==> src/rtl/bt_radio_seq.sv <==
// Bluetooth radio burst sequencer: retune, PLL settle, then 1 Mb/s TX/RX bit transfer.
// Optional data whitening (x^7+x^4+1) is enabled by defining BT_RADIO_SEQ_WHITEN_EN.
module bt_radio_seq #(
  parameter int SETTLE_CYC = 600
) (
  input  logic       clk_6M,
  input  logic       rstz,
  input  logic       start_p,
  input  logic       stop_p,
  input  logic       dir,
  input  logic [6:0] chan,
  input  logic [9:0] nbits,
  input  logic [7:0] txbyte,
  input  logic       txbyte_vld,
  output logic       txbyte_rdy,
  output logic [7:0] rxbyte,
  output logic       rxbyte_vld,
  output logic [6:0] k,
  output logic       loadfreq_p,
  output logic       txen,
  output logic       rxen,
  output logic       txbitin,
  input  logic       rxbitout,
  output logic       busy,
  output logic       done_p,
  output logic       err_p
);

  typedef enum logic [2:0] {S_IDLE, S_LOAD, S_SETTLE, S_XFER, S_DONE} state_t;

  state_t      r_state, w_next;
  logic        r_dir, r_err, r_rxvld, r_buf_full;
  logic [6:0]  r_k;
  logic [9:0]  r_nbits, r_bitcnt;
  logic [11:0] r_cnt;
  logic [2:0]  r_phase;
  logic [7:0]  r_buf, r_txsh, r_rxsh, r_rxbyte;

  logic        w_start_ok, w_bit_end, w_last, w_boundary, w_need, w_underrun;
  logic        w_white, w_rxbit;
  logic [9:0]  w_nxt_idx;
  logic [7:0]  w_rx_asm;

  assign w_start_ok = (chan <= 7'd78) && (nbits != 10'd0);
  assign w_bit_end  = (r_phase == 3'd5);
  assign w_last     = (r_bitcnt == r_nbits - 10'd1);
  assign w_nxt_idx  = r_bitcnt + 10'd1;
  // A bit boundary is either the SETTLE->XFER edge or the end of a non-final bit.
  assign w_boundary = ((r_state == S_SETTLE) && (r_cnt == 12'd0)) ||
                      ((r_state == S_XFER) && w_bit_end && !w_last);
  assign w_need     = (r_state == S_SETTLE) || (w_nxt_idx[2:0] == 3'd0);
  assign w_underrun = w_boundary && w_need && r_dir && !r_buf_full;

`ifdef BT_RADIO_SEQ_WHITEN_EN
  logic [6:0] r_lfsr;
  always_ff @(posedge clk_6M) begin
    if (!rstz) begin
      r_lfsr <= 7'd0;
    end else if (r_state == S_LOAD) begin
      r_lfsr <= {1'b1, r_k[5:0]};
    end else if ((r_state == S_XFER) && w_bit_end) begin
      r_lfsr <= {r_lfsr[5:0], r_lfsr[6] ^ r_lfsr[3]};
    end
  end
  assign w_white = r_lfsr[6];
`else
  assign w_white = 1'b0;
`endif

  assign w_rxbit  = rxbitout ^ w_white;
  assign w_rx_asm = r_rxsh | (8'(w_rxbit) << r_bitcnt[2:0]);

  always_comb begin
    w_next = r_state;
    case (r_state)
      S_IDLE:   if (start_p && w_start_ok) w_next = S_LOAD;
      S_LOAD:   w_next = S_SETTLE;
      S_SETTLE: if (r_cnt == 12'd0) w_next = S_XFER;
      S_XFER:   if (w_bit_end && w_last) w_next = S_DONE;
      S_DONE:   w_next = S_IDLE;
      default:  w_next = S_IDLE;
    endcase
    if (w_underrun) w_next = S_IDLE;
    if (stop_p && (r_state != S_IDLE)) w_next = S_IDLE;
  end

  assign busy       = (r_state != S_IDLE);
  assign loadfreq_p = (r_state == S_LOAD);
  assign txen       = (r_state == S_XFER) && r_dir;
  assign rxen       = (r_state == S_XFER) && !r_dir;
  assign done_p     = (r_state == S_DONE);
  assign txbitin    = txen && (r_txsh[0] ^ w_white);
  assign txbyte_rdy = busy && r_dir && !r_buf_full;
  assign err_p      = r_err;
  assign k          = r_k;
  assign rxbyte     = r_rxbyte;
  assign rxbyte_vld = r_rxvld;

  always_ff @(posedge clk_6M) begin
    if (!rstz) begin
      r_state    <= S_IDLE;
      r_dir      <= 1'b0;
      r_err      <= 1'b0;
      r_rxvld    <= 1'b0;
      r_buf_full <= 1'b0;
      r_k        <= 7'd0;
      r_nbits    <= 10'd0;
      r_bitcnt   <= 10'd0;
      r_cnt      <= 12'd0;
      r_phase    <= 3'd0;
      r_buf      <= 8'd0;
      r_txsh     <= 8'd0;
      r_rxsh     <= 8'd0;
      r_rxbyte   <= 8'd0;
    end else begin
      r_state <= w_next;
      r_err   <= 1'b0;
      r_rxvld <= 1'b0;
      if (txbyte_vld && txbyte_rdy) begin
        r_buf      <= txbyte;
        r_buf_full <= 1'b1;
      end
      case (r_state)
        S_IDLE: begin
          if (start_p && w_start_ok) begin
            r_dir      <= dir;
            r_k        <= chan;
            r_nbits    <= nbits;
            r_buf_full <= 1'b0;
          end else if (start_p) begin
            r_err <= 1'b1;
          end
        end
        S_LOAD:   r_cnt <= 12'(SETTLE_CYC - 1);
        S_SETTLE: begin
          r_cnt    <= r_cnt - 12'd1;
          r_phase  <= 3'd0;
          r_bitcnt <= 10'd0;
          r_rxsh   <= 8'd0;
        end
        S_XFER: begin
          r_phase <= w_bit_end ? 3'd0 : r_phase + 3'd1;
          if (w_bit_end) r_bitcnt <= w_nxt_idx;
          // Mid-bit sample; a byte (or the final partial byte) is emitted on its last sample.
          if (!r_dir && (r_phase == 3'd3) && !stop_p) begin
            if ((r_bitcnt[2:0] == 3'd7) || w_last) begin
              r_rxbyte <= w_rx_asm;
              r_rxvld  <= 1'b1;
              r_rxsh   <= 8'd0;
            end else begin
              r_rxsh <= w_rx_asm;
            end
          end
        end
        default: ;
      endcase
      if (w_boundary && w_need && r_dir && r_buf_full) begin
        r_txsh     <= r_buf;
        r_buf_full <= 1'b0;
      end else if ((r_state == S_XFER) && w_bit_end) begin
        r_txsh <= r_txsh >> 1;
      end
      if (w_underrun && !stop_p) r_err <= 1'b1;
    end
  end

endmodule

==> config.mk <==
export PLATFORM = sky130hd
export DESIGN_NAME = bt_radio_seq
export DESIGN_NICKNAME = d
export VERILOG_FILES = /design/src/rtl/bt_radio_seq.sv
export SDC_FILE = /design/constraint.sdc
export NUM_CORES = 1
export LEC_CHECK = 0
export CAP_MARGIN = 0
export CELL_PAD_IN_SITES_DETAIL_PLACEMENT = 1
export CELL_PAD_IN_SITES_GLOBAL_PLACEMENT = 1
export CORE_MARGIN = 1
export CORE_UTILIZATION = 44
export DETAILED_ROUTE_END_ITERATION = 8
export MAX_ROUTING_LAYER = met4
export PLACE_DENSITY = 0.84
export RECOVER_POWER = 100
export SETUP_SLACK_MARGIN = 0.3
export SLEW_MARGIN = 0
export SYNTH_ARGS = -nofsm -noshare
export SYNTH_HDL_FRONTEND = slang
export SYNTH_SLANG_ARGS = --single-unit
==> constraint.sdc <==
create_clock -name clk_6M -period 6.45 [get_ports clk_6M]
set_clock_uncertainty 0.05 [all_clocks]
set_input_delay 0.645 -clock clk_6M [delete_from_list [all_inputs] [get_ports clk_6M]]
set_output_delay 0.645 -clock clk_6M [all_outputs]
set_load 0.03 [all_outputs]
After elaboration in Yosys (flattened, before gate mapping)
Index checks and enable logic that the tools add are counted.

Bits in registers: 81. Input bits: 32. Output and inout port bits: 24. Word-level logic and storage cells: 100.

$add $sub $neg: 4. $lt $le $gt $ge: 1. Equality and inequality tests: 13. Shift operators: 1. Muxes and demuxes: 22. Bitwise gates (word level): 2. Reductions and logical operators: 43.

Operator list (number): two-way mux 8 bit (4); case mux 12 bit (2 select lines) (1); logical AND 1 bit (20); case mux 10 bit (2 select lines) (1); case mux 8 bit (2 select lines) (1); zero test 12 bit (1); two-way mux 3 bit (4); case mux 3 bit (4 select lines) (1); subtractor 12 x 1 -> 12 bit (second input constant) (1); adder 10 x 1 -> 10 bit (second input constant) (1); equality test 10 bit (1); two-way mux 10 bit (1); nonzero test 10 bit (1); subtractor 10 x 1 -> 10 bit (second input constant) (1); equality test 3 x 2 -> 1 bit (second input constant) (3); equality test 3 bit (second input constant) (3); AND reduction 3 bit (3); two-way mux 1 bit (8); OR 8 bit (1); << shifter 1 x 3 -> 8 bit (1); less-or-equal comparator 7 bit (second input constant) (1); zero test 3 bit (2); inequality test 2 x 1 -> 1 bit (second input constant) (3); case mux 3 bit (2 select lines) (1); other kinds (11) (21).

Depth between registers and ports, before layout
Gate-level depths: netlist of run 1.

Depth after elaboration: 10. Depth in mapped cells: 12. Gate-level depth less buffers: 9.

Worst setup path before layout of run 1
No wires, ideal clock.

Kind: register to register. From: reg r_nbits[0]. To: reg r_txsh[0]. Library setup time: 0.072 ns. Arrival: 2.172 ns. Required time: 6.328 ns. Setup slack: 4.156 ns. Stages on the path, launching flop included: 12. Path buffers: 2. Period minus slack after synthesis: 2.294 ns. Cell sequence: dfxtp_1 buf_4 inv_1 ha_1 buf_2 or2b_1 nor4_1 a311oi_1 a211o_1 nor2_4 o31ai_4 mux2i_1.

Longest elaborated chain between the ends: 9. Elaborated cells between the ends (all ways): 10. Those cells by class: add/sub: 1; eq/ne: 1; mux: 1; reduce/logical: 7.

RTL lines: from (decl) (RTL line 34) `logic [9:0] r_nbits, r_bitcnt;`; from (signal assigned) (RTL line 128) `r_nbits <= nbits;`; subtractor 10 x 1 -> 10 bit (*) (RTL line 46) `assign w_last = (r_bitcnt == r_nbits - 10'd1);`; equality test 10 bit (*) (RTL line 46); zero test 1 bit (*) (RTL line 50) `((r_state == S_XFER) && w_bit_end && !w_last);`; logical AND 1 bit (*) (RTL line 50); logical OR 1 bit (*) (RTL line 49) `assign w_boundary = ((r_state == S_SETTLE) && (r_cnt == 12'd0)) ||`; logical AND 1 bit (*) (3 in a row) (RTL line 157) `if (w_boundary && w_need && r_dir && r_buf_full) begin`; two-way mux 8 bit / nonzero test 2 bit (equally long branches); to (signal assigned) (RTL line 158) `r_txsh <= r_buf;`; to (signal assigned) (RTL line 161) `r_txsh <= r_txsh >> 1;`; to (decl) (RTL line 37) `logic [7:0] r_buf, r_txsh, r_rxsh, r_rxbyte;`.

Mark *: on every way between the ends. The rest lies on a longest branch, timed or not. A chain may end at the register's enable or synchronous reset.

==> qor.tcl, run 1 <==
set qor(criticalPathCategory) {in -> reg}
set qor(grt_overflow_total) 0
set qor(synthesis.nets) 514
set qor(cellPowerDensity_mw_per_mm2) 247
set qor(remaining_drc_errors) 0
set qor(antennaDiodeCount) 0
set qor(worst_relative_slew_slack_pct) -31.4
set qor(drv.max_cap_violation_count) 1
set qor(htreeDepth) 3
set qor(worstSkewPairLatency_ps) 350
set qor(max_slew.worst_pin.slew_ps) 1950
set qor(power.leakage_nw) 1.87
set qor(dpl_cell_area_sq_mm) 0.00455
set qor(worst_path_most_repeated_cell) {sky130_fd_sc_hd__clkbuf_1}
set qor(detail_route.first_pass.iterations) 4
set qor(grt_start_max_net_pins) 33
set qor(tritoncts) {done}
set qor(maxSlewViolCount) 11
set qor(ys_seq_area_share_pct) 40.7
set qor(grt_pass1_wl_um) 18000
set qor(worstReg2RegEnd) {rxbyte[7]}
set qor(netlist_area_sq_mm) 0.00398
set qor(design_area_sq_mm) 0.00475
set qor(worst_setup_path_startpoint) {rstz}
set qor(drt_first_iter_violations) 124
set qor(timing.setup.tns_ps) 0
set qor(violations_in_the_final_reports) {max-capacitance violations, max-slew violations}
set qor(synth.avg_cell_area_sq_um) 8.37
set qor(place_congestion) 0.857
set qor(timing.critical_path.to_type) {flop}
set qor(antenna_found_initial) 0
set qor(post-cts-setup-buffer-count) 0
set qor(fmax_mhz) 257
set qor(io_pins) 56
set qor(ctsLongestPathBuffers) 2
set qor(min_delay_path_depth) 2
set qor(post_route_cells_drive_above_1_share_pct) 4.98
set qor(number_of_buffers_inserted_for_hold_repair_after_clock_tree_synthesis) 0
set qor(overall_via_count_from_detail_route) 3573
set qor(mostFrequentLayoutCells) {sky130_fd_sc_hd__dfxtp_1, sky130_fd_sc_hd__nor2_1, sky130_fd_sc_hd__nand2_1, sky130_fd_sc_hd__mux2i_1, sky130_fd_sc_hd__a21oi_1}
set qor(fp.coreArea_sq_mm) 0.00876
set qor(critical-path-slowest-cell) {sky130_fd_sc_hd__clkbuf_1}
set qor(critPathLaunchType) {input port}
set qor(ys_async_sr_fraction_pct) 0
set qor(report.final.hold_viol_count) 0
set qor(std_cell_rows) 34
set qor(most_common_cell_after_layout_fill_and_taps_aside) {sky130_fd_sc_hd__dfxtp_1}
set qor(vias_per_cell) 5.67
set qor(layoutNonFillerInstCount) 630
set qor(post_cts_resize_count) 0
set qor(crit_path_max_incr_delay_ps) 890
set qor(hpwlAfterDp_um) 7660
set qor(synth_seq_cells) 81
set qor(clkSlewWorstSetupHoldPaths_ps) 80
set qor(initial_utilization_pct) 45.4
set qor(synth_cell_type_count) 58
set qor(worst_min_delay_path_category) {reg -> reg}
set qor(critical_path.max_fanout) 32
set qor(flow.area_growth_from_synthesis_pct) 19.3
set qor(critical_path.reg2reg.startpoint) {r_nbits[0]}
set qor(number_of_global_route_vias_before_repair) 3749
set qor(period_minus_slack_ps) 3900
set qor(hold_path_end) {r_rxsh[0]}
set qor(wl_per_cell_um) 16.7
set qor(synth-main-ff-cell) {sky130_fd_sc_hd__dfxtp_1}
set qor(clock-root-buffer) {sky130_fd_sc_hd__clkbuf_8}
set qor(dieArea_sq_mm) 0.00944
set qor(synth_enable_flop_cells) 0
set qor(critical_path.cell_chain) {dlygate4sd3_1, clkbuf_1, inv_1, clkbuf_1, or3_1, mux2i_1}
set qor(worst-path-buf-inv) 4
set qor(min-delay-start) {r_rxsh[0]}
set qor(ir_drop_uv) 118
set qor(filler_cell_count) 1069
set qor(cts_made_buffers) 9
set qor(die_h_um) 97.1
set qor(chipWidth_um) 97.1
set qor(grtUsageTotal_pct) 24.2
set qor(regToRegSetupSlack_ps) 2580
set qor(layout.nets) 556
set qor(critical-path-top-delay-family) {buffers and inverters}
set qor(arrival_ps) 4130
set qor(grt_setup_unrepaired) {no}
set qor(r2r.worst_path.cells) 9
set qor(place.port_buffers) 55
set qor(cts.sink_count) 81
set qor(synthCells) 476
set qor(final_wirelength_um) 10500
set qor(yosys_warnings) 0
set qor(setup-violations-final) 0
set qor(drtAntennaViolNets) 0
set qor(cp_data_required_time_ps) 6690
set qor(fin_crit_sh_pct) 60.4
set qor(status) {complete, but fails checks}
set qor(cell_total_after_placement) 615
## worst max-delay path by stage
| stage | slack (ps) | cells after the start | to |
|---|---|---|---|
| 6_report | 2550 | 6 | r_txsh[4] |
| 5_1_grt | 2150 | 6 | r_txsh[4] |
| 4_1_cts | 3250 | 4 | loadfreq_p |
| 3_5_place_dp | 3210 | 7 | k[4] |
| 3_3_place_gp | 3280 | 7 | r_nbits[6] |
| 2_1_floorplan | 4160 | 11 | r_txsh[0] |
## sequential cells by signal, indices dropped and copies added, names as in the netlist
| name | cells |
|---|---|
| k | 7 |
| r_state | 3 |
| r_bitcnt | 10 |
| r_buf | 8 |
| r_dir | 1 |
| r_cnt | 12 |
| r_txsh | 8 |
| r_phase | 3 |
| rxbyte_vld | 1 |
| rxbyte | 8 |
| r_nbits | 10 |
| err_p | 1 |
| r_rxsh | 8 |
| r_buf_full | 1 |
## synthesized netlist by cell type (6+ instances only)
master	count	area share, %
sky130_fd_sc_hd__a211oi_1	7	1.3
sky130_fd_sc_hd__a21oi_1	31	3.9
sky130_fd_sc_hd__and3_1	6	0.94
sky130_fd_sc_hd__clkbuf_1	17	1.6
sky130_fd_sc_hd__dfxtp_1	81	41
sky130_fd_sc_hd__ha_1	6	1.9
sky130_fd_sc_hd__inv_1	12	1.1
sky130_fd_sc_hd__mux2i_1	33	8.3
sky130_fd_sc_hd__nand2_1	56	5.3
sky130_fd_sc_hd__nand2b_1	7	1.1
sky130_fd_sc_hd__nand3_1	21	2.6
sky130_fd_sc_hd__nand3b_1	6	1.1
sky130_fd_sc_hd__nor2_1	66	6.2
sky130_fd_sc_hd__nor3_1	10	1.3
sky130_fd_sc_hd__nor4_1	6	0.94
sky130_fd_sc_hd__o21ai_0	17	2.1
sky130_fd_sc_hd__or3_1	14	2.2
sky130_fd_sc_hd__xnor2_1	7	1.5
sky130_fd_sc_hd__xor2_1	11	2.4
## cell families after synthesis
family	Yosys count	share of synthesized area, %
AOI/OAI and AO/OA	81	13.3
xor gates and xnor gates	18	3.96
adders and majority gates	6	1.88
buffers and inverters	39	4.78
DFF	81	40.7
muxes	34	8.58
and+or+nand+nor	217	26.8
## report_power, final
| group | total, mW | switching, mW | internal, mW |
|---|---|---|---|
| registers | 0.545 | 0.0250 | 0.520 |
| clock network | 0.439 | 0.186 | 0.254 |
| logic | 0.188 | 0.107 | 0.0814 |
## per-layer routing
layer  global-route usage (%)  vias to the layer above  wire, um
met4                     9.64                        0       201
met2                     41.5                       60      5320
met5                        -                        -         0
met3                     3.31                       14       248
li1                         -                     1762         -
met1                     28.5                     1737      4730
## worst register-to-register path, stage by stage (launching register included)
cell and delay, ps:
sky130_fd_sc_hd__dfxtp_1 520, sky130_fd_sc_hd__inv_1 100, sky130_fd_sc_hd__ha_1 320, sky130_fd_sc_hd__or2b_1 190
sky130_fd_sc_hd__nor4_1 40, sky130_fd_sc_hd__a311oi_1 330, sky130_fd_sc_hd__a211o_1 240, sky130_fd_sc_hd__nor2_1 160
sky130_fd_sc_hd__o21ai_0 1510, sky130_fd_sc_hd__mux2i_1 230
## final cells by class
cell class / count / area [sq um] / share of cell area (%)
clock inverters: 6 / 108 / 2.26
repair buffers: 58 / 566 / 11.9
flip-flops and latches: 81 / 1620 / 34.1
multi-input cells: 356 / 2150 / 45.3
inverters: 12 / 45.0 / 0.948
clock buffers: 9 / 124 / 2.61
well taps: 108 / 135 / 2.84
## stage by stage
stage	util [%]	setup WS (ps)	power, mW	hold WS [ps]
2_1_floorplan	-	4160	0.681	383
3_3_place_gp	51.9	3280	0.738	389
3_5_place_dp	51.9	3210	0.748	396
4_1_cts	54.5	3250	1.19	408
5_1_grt	54.2	2150	1.23	435
6_report	54.2	2550	1.17	403
(Power assumes the default switching activity.)
==> inputs of run 2 (changes only) <==
--- a/config.mk
+++ b/config.mk
@@ -9,10 +9,10 @@
 export CELL_PAD_IN_SITES_DETAIL_PLACEMENT = 1
 export CELL_PAD_IN_SITES_GLOBAL_PLACEMENT = 1
 export CORE_MARGIN = 1
-export CORE_UTILIZATION = 44
+export CORE_UTILIZATION = 41
 export DETAILED_ROUTE_END_ITERATION = 8
 export MAX_ROUTING_LAYER = met4
-export PLACE_DENSITY = 0.84
+export PLACE_DENSITY = 0.79
 export RECOVER_POWER = 100
 export SETUP_SLACK_MARGIN = 0.3
 export SLEW_MARGIN = 0
==> constraint.sdc (replaced) <==
create_clock -name clk_6M -period 3.6 [get_ports clk_6M]
set_clock_uncertainty 0.05 [all_clocks]
set_input_delay 0.36 -clock clk_6M [delete_from_list [all_inputs] [get_ports clk_6M]]
set_output_delay 0.36 -clock clk_6M [all_outputs]
set_load 0.03 [all_outputs]
==> qor.tcl, run 2 (synthesis results as in run 1) <==
set qor(period_minus_slack_ps) 3000
set qor(std_cell_rows) 35 ;# was 34
set qor(wl_per_cell_um) 15.0 ;# was 16.7 um
set qor(setup-violations-final) 0 ;# unchanged
set qor(cts_made_buffers) 9 ;# unchanged
set qor(chipWidth_um) 101 ;# was 97.1 um
set qor(overall_via_count_from_detail_route) 3472 ;# was 3573
set qor(holdWs_ps) 411 ;# was 403 ps
set qor(crit_path_max_incr_delay_ps) 440 ;# was 890 ps
set qor(clkSlewWorstSetupHoldPaths_ps) 90 ;# was 80 ps
set qor(critPathLaunchType) {flop} ;# was input port
set qor(critical-path-slowest-cell) {sky130_fd_sc_hd__o21ai_1} ;# was sky130_fd_sc_hd__clkbuf_1
set qor(criticalPathCategory) {reg -> reg} ;# was in -> reg
set qor(number_of_global_route_vias_before_repair) 3536 ;# was 3749
set qor(max_ffs_per_register) 12 ;# unchanged
set qor(ctsLongestPathBuffers) 2 ;# unchanged
set qor(place.port_buffers) 55 ;# unchanged
set qor(post_cts_resize_count) 0 ;# unchanged
set qor(r2r.worst_path.cells) 9 ;# unchanged
set qor(grt_start_max_net_pins) 30 ;# was 33
set qor(worst_relative_slew_slack_pct) 17.4 ;# was -31.4%
set qor(critical-path-top-delay-family) {simple AND/OR/NAND/NOR gates} ;# was buffers and inverters
set qor(grt_setup_unrepaired) {no} ;# unchanged
set qor(antenna_found_initial) 0 ;# unchanged
set qor(dieArea_sq_mm) 0.0101 ;# was 0.00944 sq mm
set qor(drv.max_cap_violation_count) 0 ;# was 1
set qor(grt_overflow_total) 0 ;# unchanged
set qor(timing.critical_path.to_type) {flop} ;# unchanged
set qor(initial_utilization_pct) 42.7 ;# was 45.4%
set qor(flow.area_growth_from_synthesis_pct) 20.3 ;# was 19.3%
set qor(cp_data_required_time_ps) 3810 ;# was 6690 ps
set qor(tritoncts) {done} ;# unchanged
set qor(mostFrequentLayoutCells) {sky130_fd_sc_hd__dfxtp_1, sky130_fd_sc_hd__nor2_1, sky130_fd_sc_hd__nand2_1, sky130_fd_sc_hd__mux2i_1, sky130_fd_sc_hd__a21oi_1} ;# unchanged
set qor(worstSkewPairLatency_ps) 360 ;# was 350 ps
set qor(number_of_buffers_inserted_for_hold_repair_after_clock_tree_synthesis) 0 ;# unchanged
set qor(timing.setup.tns_ps) 0 ;# unchanged
set qor(cellPowerDensity_mw_per_mm2) 432 ;# was 247 mW/mm^2
set qor(fin_crit_sh_pct) 83.3
set qor(final_wirelength_um) 9850 ;# was 10500 um
set qor(fmax_mhz) 333
set qor(drt_first_iter_violations) 111 ;# was 124
set qor(layout.nets) 559 ;# was 556
set qor(fp.coreArea_sq_mm) 0.00933 ;# was 0.00876 sq mm
set qor(drtAntennaViolNets) 0 ;# unchanged
set qor(crit_cells) 9 ;# was 6
set qor(maxSlewViolCount) 0 ;# was 11
set qor(worst_setup_path_startpoint) {r_nbits[0]} ;# was rstz
set qor(report.final.hold_viol_count) 0 ;# unchanged
set qor(worst-path-buf-inv) 1 ;# was 4
set qor(worst_min_delay_path_category) {reg -> reg} ;# unchanged
set qor(critical_path.cell_chain) {inv_1, ha_1, or2b_1, nor4_1, a311oi_1, a211o_1, nor2_1, o21ai_1, and3_1} ;# was dlygate4sd3_1, clkbuf_1, inv_1, clkbuf_1, or3_1, mux2i_1
set qor(clock-root-buffer) {sky130_fd_sc_hd__clkbuf_8} ;# unchanged
set qor(critical_path.max_fanout) 10 ;# was 32
set qor(die_h_um) 101 ;# was 97.1 um
set qor(multi_input_area_sq_mm) 0.00215 ;# about the same
set qor(regMostFlops) {r_cnt} ;# unchanged
set qor(hpwlAfterDp_um) 7230 ;# was 7660 um
set qor(filler_cell_count) 1132 ;# was 1069
set qor(arrival_ps) 3210 ;# was 4130 ps
set qor(post-cts-setup-buffer-count) 0 ;# unchanged
set qor(antennaDiodeCount) 0 ;# unchanged
set qor(biggestRegsByFlops) {r_cnt x12, r_bitcnt x10, r_nbits x10} ;# unchanged
set qor(regToRegSetupSlack_ps) 600 ;# was 2580 ps
set qor(power.leakage_nw) 1.88 ;# was 1.87 nW
set qor(post_route_cells_drive_above_1_share_pct) 5.51 ;# was 4.98%
set qor(status) {complete, no violations} ;# was complete, but fails checks
set qor(critical_path.endpoint) {r_rxsh[7]} ;# was r_txsh[4]
set qor(max_slew.worst_pin.slew_ps) 1240 ;# was 1950 ps
set qor(ir_drop_uv) 215 ;# was 118 uV
set qor(remaining_drc_errors) 0 ;# unchanged
set qor(most_common_cell_after_layout_fill_and_taps_aside) {sky130_fd_sc_hd__dfxtp_1} ;# unchanged
set qor(grt_pass1_wl_um) 16500 ;# was 18000 um
set qor(grtUsageTotal_pct) 21.5 ;# was 24.2%
set qor(htreeDepth) 3 ;# unchanged
set qor(final-seq-area_sq_mm) 0.00162 ;# unchanged
set qor(worstReg2RegEnd) {r_rxsh[7]} ;# was rxbyte[7]
set qor(cts.sink_count) 81 ;# unchanged
set qor(place_congestion) 0.809 ;# was 0.857
set qor(io_pins) 56 ;# unchanged
set qor(detail_route.first_pass.iterations) 4 ;# unchanged
set qor(vias_per_cell) 5.30 ;# was 5.67
set qor(critical_path.reg2reg.startpoint) {r_nbits[0]} ;# unchanged
run 2: layer usage:
layer | up-vias | track usage (%) | wire length (um)
met5 | - | - | 0
met4 | 0 | 6.13 | 112
met3 | 9 | 4.51 | 272
met2 | 49 | 36.0 | 4800
met1 | 1658 | 26.2 | 4670
li1 | 1756 | - | -
run 2: worst min path at each step:
stage | from | endpoint | slack (ps) | cells past startpoint
after CTS | r_rxsh[0] | r_rxsh[0] | 410 | 2
after detailed placement | r_buf[2] | r_buf[2] | 400 | 2
final | r_buf[2] | r_buf[2] | 410 | 2
after global placement | r_rxsh[5] | r_rxsh[5] | 390 | 2
after global routing | r_rxsh[4] | r_rxsh[4] | 420 | 2
after floorplan | r_rxsh[0] | r_rxsh[0] | 380 | 2
run 2: layout make-up:
class	count	area share, %
multi-input combinational	356	44.9
sequential	81	33.8
timing repair buffer	61	12.2
tap	129	3.37
clock buffer	11	2.95
clock inverter	5	1.83
inverter	12	0.940
run 2: through the flow:
step	util, %	setup slack, ps	std cells	power (mW)	cell area, sq um
3_5_place_dp	49.3	960	639	1.34	4590
2_1_floorplan	-	1310	476	1.22	3980
4_1_cts	51.7	729	655	2.10	4820
5_1_grt	51.4	309	655	2.17	4790
6_report	51.4	601	655	2.07	4790
3_3_place_gp	49.3	1080	639	1.32	4590
run 2: worst min-delay path: cells and delay by family, from the launching register on:
family / cells / cell delay, ps
flip-flops: 1 / 320
AND/OR/NAND/NOR: 1 / 50
AO/OA/AOI/OAI: 1 / 50
run 2: power by group:
| part | switching (mW) | internal [mW] | total (mW) | leakage, nW |
|---|---|---|---|---|
| clock | 0.349 | 0.416 | 0.765 | 0.112 |
| combinational | 0.189 | 0.146 | 0.335 | 1.11 |
| sequential | 0.0417 | 0.931 | 0.973 | 0.656 |
